==> src/rtl/char_rom_pkg.sv <==
// Shared constants and response-owner tag for the character glyph RAM arbiter.
package char_rom_pkg;
    localparam int CHAR_CODE_W = 7;
    localparam int GLYPH_ROW_W = 4;
    localparam int ROM_ADDR_W  = 11;
    localparam int ROM_DATA_W  = 16;

    typedef enum logic [1:0] {
        OWN_NONE,
        OWN_DISP,
        OWN_CPU_RD
    } owner_e;
endpackage

==> src/rtl/char_rom_resp_pipe.sv <==
// Two-stage owner tag that follows each RAM access, captures DO one cycle after
// the grant, and steers it to the display or CPU response port.
module char_rom_resp_pipe
    import char_rom_pkg::*;
(
    input  logic                  CLK,
    input  logic                  RST_N,
    input  owner_e                own_i,
    input  logic [ROM_DATA_W-1:0] rom_do_i,
    output logic                  disp_valid_o,
    output logic [ROM_DATA_W-1:0] disp_data_o,
    output logic                  cpu_rvalid_o,
    output logic [ROM_DATA_W-1:0] cpu_rdata_o
);

    owner_e                own1_q;
    owner_e                own2_q;
    logic [ROM_DATA_W-1:0] disp_data_q;
    logic [ROM_DATA_W-1:0] cpu_data_q;

    // Stage 1 marks the cycle DO is valid; each port keeps its last word.
    always_ff @(posedge CLK or negedge RST_N) begin
        if (!RST_N) begin
            own1_q      <= OWN_NONE;
            own2_q      <= OWN_NONE;
            disp_data_q <= '0;
            cpu_data_q  <= '0;
        end else begin
            own1_q <= own_i;
            own2_q <= own1_q;
            if (own1_q == OWN_DISP)   disp_data_q <= rom_do_i;
            if (own1_q == OWN_CPU_RD) cpu_data_q  <= rom_do_i;
        end
    end

    assign disp_valid_o = (own2_q == OWN_DISP);
    assign cpu_rvalid_o = (own2_q == OWN_CPU_RD);
    assign disp_data_o  = disp_data_q;
    assign cpu_rdata_o  = cpu_data_q;

endmodule

==> src/rtl/char_rom_arbiter.sv <==
// Arbitrates the single-port glyph RAM between the text renderer (fixed priority)
// and the CPU, with a starvation guard that periodically forces the CPU ahead.
module char_rom_arbiter
    import char_rom_pkg::*;
#(
    parameter int STARVE_LIMIT = 8,
    parameter int WRITE_ALLOW  = 1
) (
    input  logic                   CLK,
    input  logic                   RST_N,
    input  logic                   DISP_REQ,
    input  logic [CHAR_CODE_W-1:0] DISP_CHAR,
    input  logic [GLYPH_ROW_W-1:0] DISP_ROW,
    output logic                   DISP_GNT,
    output logic                   DISP_VALID,
    output logic [ROM_DATA_W-1:0]  DISP_DATA,
    input  logic                   CPU_REQ,
    input  logic                   CPU_WE,
    input  logic [ROM_ADDR_W-1:0]  CPU_ADDR,
    input  logic [ROM_DATA_W-1:0]  CPU_WDATA,
    output logic                   CPU_GNT,
    output logic                   CPU_RVALID,
    output logic [ROM_DATA_W-1:0]  CPU_RDATA,
    output logic [ROM_ADDR_W-1:0]  ROM_ADDR,
    output logic [ROM_DATA_W-1:0]  ROM_DI,
    output logic                   ROM_EN,
    output logic [1:0]             ROM_WE,
    output logic                   ROM_REGCE,
    output logic                   ROM_RST,
    input  logic [ROM_DATA_W-1:0]  ROM_DO
);

    localparam int             SW    = (STARVE_LIMIT > 0) ? $clog2(STARVE_LIMIT + 1) : 1;
    localparam logic [SW-1:0]  LIMIT = SW'(STARVE_LIMIT);
    localparam logic           WA    = (WRITE_ALLOW != 0);

    logic [SW-1:0] starve_q, starve_d;
    logic          cpu_force;
    logic          disp_gnt, cpu_gnt;
    owner_e        own;

    // Grants are qualified by RST_N so every output reads 0 while held in reset.
    always_comb begin
        cpu_force = (STARVE_LIMIT != 0) && (starve_q == LIMIT);
        disp_gnt  = RST_N && DISP_REQ && !(CPU_REQ && cpu_force);
        cpu_gnt   = RST_N && CPU_REQ && !disp_gnt;
    end

    always_comb begin
        starve_d = '0;
        if (CPU_REQ && !cpu_gnt)
            starve_d = (starve_q == LIMIT) ? starve_q : starve_q + 1'b1;
    end

    always_ff @(posedge CLK or negedge RST_N) begin
        if (!RST_N) starve_q <= '0;
        else        starve_q <= starve_d;
    end

    always_comb begin
        ROM_EN   = disp_gnt | cpu_gnt;
        ROM_ADDR = '0;
        ROM_DI   = '0;
        ROM_WE   = 2'b00;
        own      = OWN_NONE;
        if (disp_gnt) begin
            ROM_ADDR = {DISP_CHAR, DISP_ROW};
            own      = OWN_DISP;
        end else if (cpu_gnt) begin
            ROM_ADDR = CPU_ADDR;
            ROM_DI   = CPU_WDATA;
            ROM_WE   = {2{CPU_WE & WA}};
            // Writes, dropped or not, never produce a response.
            own      = CPU_WE ? OWN_NONE : OWN_CPU_RD;
        end
    end

    assign DISP_GNT  = disp_gnt;
    assign CPU_GNT   = cpu_gnt;
    assign ROM_REGCE = 1'b0;
    assign ROM_RST   = 1'b0;

    char_rom_resp_pipe u_resp (
        .CLK          (CLK),
        .RST_N        (RST_N),
        .own_i        (own),
        .rom_do_i     (ROM_DO),
        .disp_valid_o (DISP_VALID),
        .disp_data_o  (DISP_DATA),
        .cpu_rvalid_o (CPU_RVALID),
        .cpu_rdata_o  (CPU_RDATA)
    );

endmodule

==> config.mk <==
export PLATFORM = sky130hd
export DESIGN_NAME = char_rom_arbiter
export DESIGN_NICKNAME = d
export VERILOG_FILES = /design/src/rtl/char_rom_pkg.sv /design/src/rtl/char_rom_resp_pipe.sv /design/src/rtl/char_rom_arbiter.sv
export SDC_FILE = /design/constraint.sdc
export NUM_CORES = 1
export LEC_CHECK = 0
export BUFFER_PORTS_ARGS = -buffer_cell sky130_fd_sc_hd__buf_2
export CAP_MARGIN = 0
export CORE_UTILIZATION = 35
export DETAILED_ROUTE_END_ITERATION = 16
export HOLD_SLACK_MARGIN = 0.06
export PLACE_DENSITY_LB_ADDON = 0.12
export SYNTH_ARGS = -nofsm -noshare
export SYNTH_HDL_FRONTEND = slang
export SYNTH_HIERARCHICAL = 1
export SYNTH_SLANG_ARGS = --single-unit
==> constraint.sdc <==
create_clock -name CLK -period 2 [get_ports CLK]
set_clock_uncertainty 0.15 [all_clocks]
set_input_delay 0.4 -clock CLK [delete_from_list [all_inputs] [get_ports CLK]]
set_output_delay 0.4 -clock CLK [all_outputs]
set_load 0.02 [all_outputs]
==> results of run 1 <==
flip-flops by register name (all words and copies together), names as in the netlist:
register and flops:
u_resp/cpu_rdata_o 16, u_resp/own2_q 2, u_resp/disp_data_o 16, starve_q 4
u_resp/own1_q 2
area by class of cell:
class	instances	area, µm²	area share (%)
Timing Repair Buffer	137	883	29.8
Clock inverter	1	5.00	0.169
Clock buffer	6	72.6	2.45
Multi-Input combinational cell	88	900	30.3
Inverter	4	15.0	0.506
Tap cell	72	90.1	3.04
Sequential cell	40	1000	33.7
logic make-up after synthesis:
family,after synthesis
flops,40
mux,32
simple gates,32
compound gates,17
buf+inv,15
fa+ha+maj,2
xor+xnor,2
other cells,1
worst max-delay path: stages, from the launching register on:
cell	delay, ps
dfrtp_1	390
inv_2	70
ha_4	140
nand3b_4	110
buf_4	160
o211a_4	250
a22o_2	210
buf_4	150
layer usage:
metal | track usage, % | up-vias
met3 | 3.88 | 2
met2 | 28.0 | 81
met4 | 4.53 | 0
met5 | 0 | -
li1 | - | 757
met1 | 17.9 | 767
cells in the mapped netlist:
master / n
a211oi_1: 1
a211oi_4: 1
a22o_1: 1
a22o_2: 10
and2_1: 17
and2b_1: 1
buf_12: 2
buf_4: 3
buf_6: 6
conb_1: 1
dfrtp_1: 40
ha_1: 2
inv_1: 3
inv_2: 1
mux2_2: 12
mux2_4: 20
nand2_1: 2
nand2b_1: 2
nand3_1: 3
nand3b_4: 1
nand4_1: 1
nor2_1: 2
nor2b_1: 2
nor3_1: 1
o211a_1: 1
o21ai_0: 1
o221ai_1: 1
o32ai_1: 1
xnor2_1: 1
xor2_1: 1
timing repair:
action	4_1_cts	5_1_grt
setup endpoints to repair	31	31
cloned	0	1
hold endpoints to repair	40	0
buffers inserted	0	2
gates resized for setup	37	17
pin swaps	0	2
hold buffers	1	0
power by group:
group          switching, mW  internal [mW]
registers             0.0682          0.947
logic                  0.394          0.375
clock network          0.250          0.237
final timing paths:
check | to | slack [ps] | cells past startpoint
setup / recovery | ROM_ADDR[7] | -300 | 7
hold / removal | u_resp/cpu_rdata_o[14] | 210 | 2
setup reg to reg | u_resp/own1_q[0] | 490 | 6
hold reg to reg | u_resp/own2_q[0] | 250 | 0
max in group asynchronous | u_resp/disp_data_o[14] | 850 | 3
min in group asynchronous | u_resp/cpu_rdata_o[6] | 590 | 3
==> impl_metrics.env, run 1 <==
export IMPL_maxCapViolations=0
export IMPL_rsz0062_at_grt="true"
export IMPL_worst_hold_slack_ps=208
export IMPL_vdd_drop_max_mv=0.345
export IMPL_syn_area_mm2=0.00200
export IMPL_drv_slew=0
export IMPL_design_area_mm2=0.00297
export IMPL_wl_met3_um=306
export IMPL_die_w_um=77.5
export IMPL_dieArea_mm2=0.00601
export IMPL_total_power_mw=2.27
export IMPL_drive_gt1_share_pct=70.7
export IMPL_clock_root_buffer="clkbuf_8"
export IMPL_endpoint_kind="output port"
export IMPL_ctsLongestPathBuffers=2
export IMPL_routed_via_density=4.62
export IMPL_synth_mux_area_share_pct=21.8
export IMPL_netlist_cell_type_count=30
export IMPL_finalSetupTns_ps=-8250
export IMPL_synthCells=141
export IMPL_finalCoreUtilization_pct=53.9
export IMPL_syn_avg_cell_area_um2=14.2
export IMPL_synth_top_family_by_area="multiplexers"
export IMPL_cp_required_ps=1450
export IMPL_synth_adder_area_share_pct=1.25
export IMPL_clk_pin_slew_worst_paths_ps=70
export IMPL_synth_seq_cells=40
export IMPL_min_delay_path_class="in2reg"
export IMPL_yosysTopAreaCell="dfrtp_1"
export IMPL_yosysSeqAreaShare_pct=50.1
export IMPL_drt_total_wl_um=4690
export IMPL_clock_fmax_ghz=0.434
export IMPL_powerDensity_mw_per_mm2=765
export IMPL_hp_start="ROM_DO[14]"
export IMPL_cts_buffers=5
export IMPL_placedInstanceArea_mm2=0.00269
export IMPL_port_buffer_count=124
export IMPL_start_kind="flop"
export IMPL_dp_slack_ps=-56.8
export IMPL_fin_ws_ps=-304
export IMPL_placed_cells=337
export IMPL_drtPass1Iterations=4
export IMPL_hold_violations=0
export IMPL_synth_xor_area_share_pct=0.877
export IMPL_fillCellCount=483
export IMPL_synth_top_area_share_pct=50.1
export IMPL_layout_cells_most_common="buf_2"
export IMPL_path_class="reg2out"
export IMPL_p_leak_nw=1.58
export IMPL_num_rows=27
export IMPL_area_growth_pct=48.6
export IMPL_htreeDepth=2
export IMPL_grt_pass1_wl_um=7220
export IMPL_cp_arrival_ps=1750
export IMPL_finalCritPeriodShare_pct=115
export IMPL_insertion_delay_ps=280
export IMPL_grt_usage_pct=15.5
export IMPL_startpoint="starve_q[1]"
export IMPL_grt_max_degree=31
export IMPL_wl_met1_um=1850
export IMPL_ant_nets=0
export IMPL_regToRegStartpoint="starve_q[1]"
export IMPL_nets=337
export IMPL_mostFrequentLayoutCells="buf_2 (96), dfrtp_1 (40), buf_4 (20), mux2_4 (20), buf_6 (18)"
export IMPL_met2WireLength_um=2500
export IMPL_top_layer_used="met4"
export IMPL_antenna_cells=0
export IMPL_drtIter0Drc=25
export IMPL_yosys_area_share_simple_pct=10.0
export IMPL_grt_pass1_vias=1596
export IMPL_vias=1607
export IMPL_synthTopCellsByArea="dfrtp_1 (50%), mux2_4 (15%), mux2_2 (6.8%)"
export IMPL_grt_antenna_before_repair=0
export IMPL_setup_viol=31
export IMPL_violations="negative setup slack"
export IMPL_drcViolationCount=0
export IMPL_gp_congestion=0.794
export IMPL_start_util_pct=36.3
export IMPL_crit_fanout=6
export IMPL_cts_num_sinks=40
export IMPL_fin_cells=348
export IMPL_grt_overflow=0
export IMPL_fin_crit_ps=2300
export IMPL_dp_hpwl_um=3430
export IMPL_status="finished with violations"
export IMPL_ios=127
export IMPL_yosys_warnings=6
export IMPL_cts_tree="done"
export IMPL_die_h_um=77.5
export IMPL_coreArea_mm2=0.00551
export IMPL_wl_per_cell_um=13.5
export IMPL_synth_compound_area_share_pct=8.46
No activity file was read; power rests on OpenSTA's default activity.
==> run 2, diff against run 1 <==
--- a/config.mk
+++ b/config.mk
@@ -11,6 +11,7 @@
 export DETAILED_ROUTE_END_ITERATION = 16
 export HOLD_SLACK_MARGIN = 0.06
 export PLACE_DENSITY_LB_ADDON = 0.12
+export SKIP_LAST_GASP = 1
 export SYNTH_ARGS = -nofsm -noshare
 export SYNTH_HDL_FRONTEND = slang
 export SYNTH_HIERARCHICAL = 1
==> impl_metrics.env, run 2 (synthesis results as in run 1) <==
export IMPL_cts_buffers=5
export IMPL_rr_worst_depth=6
export IMPL_drive_gt1_share_pct=69.9
export IMPL_die_w_um=77.5
export IMPL_cp_arrival_ps=1750
export IMPL_grt_pass1_vias=1552
export IMPL_htreeDepth=2
export IMPL_setup_viol=31
export IMPL_cpPeakStageDelay_ps=390
export IMPL_cp_num_buf_inv=3
export IMPL_finalSetupTns_ps=-8690
export IMPL_num_rows=27
export IMPL_r2r_slack_ps=490
export IMPL_cts_tree="done"
export IMPL_grt_antenna_before_repair=0
export IMPL_path_delay_family="compound AO/OA/AOI/OAI gates"
export IMPL_status="finished with violations"
export IMPL_dp_slack_ps=-56.8
export IMPL_fin_ws_ps=-304
export IMPL_grt_pass1_wl_um=7040
export IMPL_crit_path_top_delay_cell="dfrtp_1"
export IMPL_drtIter0Drc=20
export IMPL_area_growth_pct=41.5
export IMPL_ios=127
export IMPL_dieArea_mm2=0.00601
export IMPL_start_util_pct=36.3
export IMPL_drv_slew=0
export IMPL_finalCritPeriodShare_pct=115
export IMPL_fin_crit_ps=2300
export IMPL_endpoint_kind="output port"
export IMPL_nets=337
export IMPL_insertion_delay_ps=280
export IMPL_rsz0062_at_grt="true"
export IMPL_regToRegStartpoint="starve_q[1]"
export IMPL_grt_max_degree=31
export IMPL_maxCapViolations=0
export IMPL_port_buffer_count=124
export IMPL_grt_usage_pct=15.1
export IMPL_p_leak_nw=1.56
export IMPL_vdd_drop_max_mv=0.346
export IMPL_path_class="reg2out"
export IMPL_cts_num_sinks=40
export IMPL_dp_hpwl_um=3430
export IMPL_clk_pin_slew_worst_paths_ps=70
export IMPL_grt_overflow=0
export IMPL_coreArea_mm2=0.00551
export IMPL_cp_required_ps=1450
export IMPL_worst_path_stages=7
export IMPL_drcViolationCount=0
export IMPL_drtPass1Iterations=4
export IMPL_start_kind="flop"
export IMPL_clock_root_buffer="clkbuf_8"
export IMPL_min_delay_path_class="in2reg"
export IMPL_mostFrequentLayoutCells="buf_2 (123), dfrtp_1 (40), mux2_4 (20), and2_1 (16), mux2_2 (12)"
export IMPL_layout_cells_most_common="buf_2"
export IMPL_crit_end="ROM_ADDR[7]"
export IMPL_powerDensity_mw_per_mm2=794
export IMPL_drt_total_wl_um=4590
export IMPL_routed_via_density=4.59
export IMPL_reg2reg_to="u_resp/own1_q[0]"
export IMPL_crit_fanout=6
export IMPL_crit_chain="inv_2 -> ha_4 -> nand3b_4 -> buf_4 -> o211a_4 -> a22o_2 -> buf_2"
export IMPL_hold_violations=0
export IMPL_die_h_um=77.5
export IMPL_violations="negative setup slack"
export IMPL_clock_fmax_ghz=0.434
export IMPL_vias=1596
export IMPL_worst_hold_slack_ps=208
export IMPL_wl_per_cell_um=13.2
export IMPL_ant_nets=0
export IMPL_antenna_cells=0
export IMPL_startpoint="starve_q[1]"
export IMPL_fillCellCount=502
export IMPL_gp_congestion=0.794
export IMPL_ctsLongestPathBuffers=2
-- run 2: layout make-up --
class	count	area, µm²	share of cell area, %
clock inverters	1	5.00	0.177
inverters	4	15.0	0.531
repair buffers	137	748	26.5
flip-flops and latches	40	1000	35.4
well taps	72	90.1	3.19
multi-input cells	88	895	31.7
clock buffers	6	72.6	2.57
-- run 2: through the flow --
| stage | cells | area (µm²) | total power, mW | util (%) |
|---|---|---|---|---|
| finish | 348 | 2830 | 2.24 | 51.3 |
| global route | 348 | 2830 | 2.37 | 51.3 |
| CTS | 345 | 2770 | 2.27 | 50.4 |
| detailed placement | 337 | 2690 | 1.76 | 48.8 |
| global placement | 337 | 2690 | 1.75 | 48.8 |
| floorplan | 142 | 2010 | 1.49 | - |
-- run 2: where the power goes --
group	total [mW]	switching, mW	internal, mW
Combinational	0.742	0.389	0.353
Sequential	1.01	0.0681	0.947
Clock	0.487	0.250	0.237
-- run 2: worst min path at each step --
stage / endpoint / slack (ps) / start / depth (start not counted)
global route: u_resp/cpu_rdata_o[6] / 200 / ROM_DO[6] / 2
detailed placement: u_resp/own2_q[1] / 230 / u_resp/own1_q[1] / 0
finish: u_resp/cpu_rdata_o[14] / 210 / ROM_DO[14] / 2
CTS: u_resp/cpu_rdata_o[14] / 200 / ROM_DO[14] / 2
floorplan: starve_q[0] / -50 / RST_N / 0
global placement: u_resp/own2_q[0] / 230 / u_resp/own1_q[0] / 0
-- run 2: repair_timing --
item                                    CTS  global route
buffers inserted                          0             2
endpoints found under the hold margin    40             0
cloned                                    0             1
endpoints found under the setup margin   31            31
pin swaps                                 0             2
resized for setup                         1             6
hold buffers                              1             0
-- run 2: routing by layer --
metal  global-route usage [%]  up-vias  part of all wire [%]
met5                        0        -                     0
met4                     4.53        0                  0.72
met3                     3.88        2                   6.5
met2                     26.8       81                    52
met1                     17.7      755                    41
li1                         -      758                     -
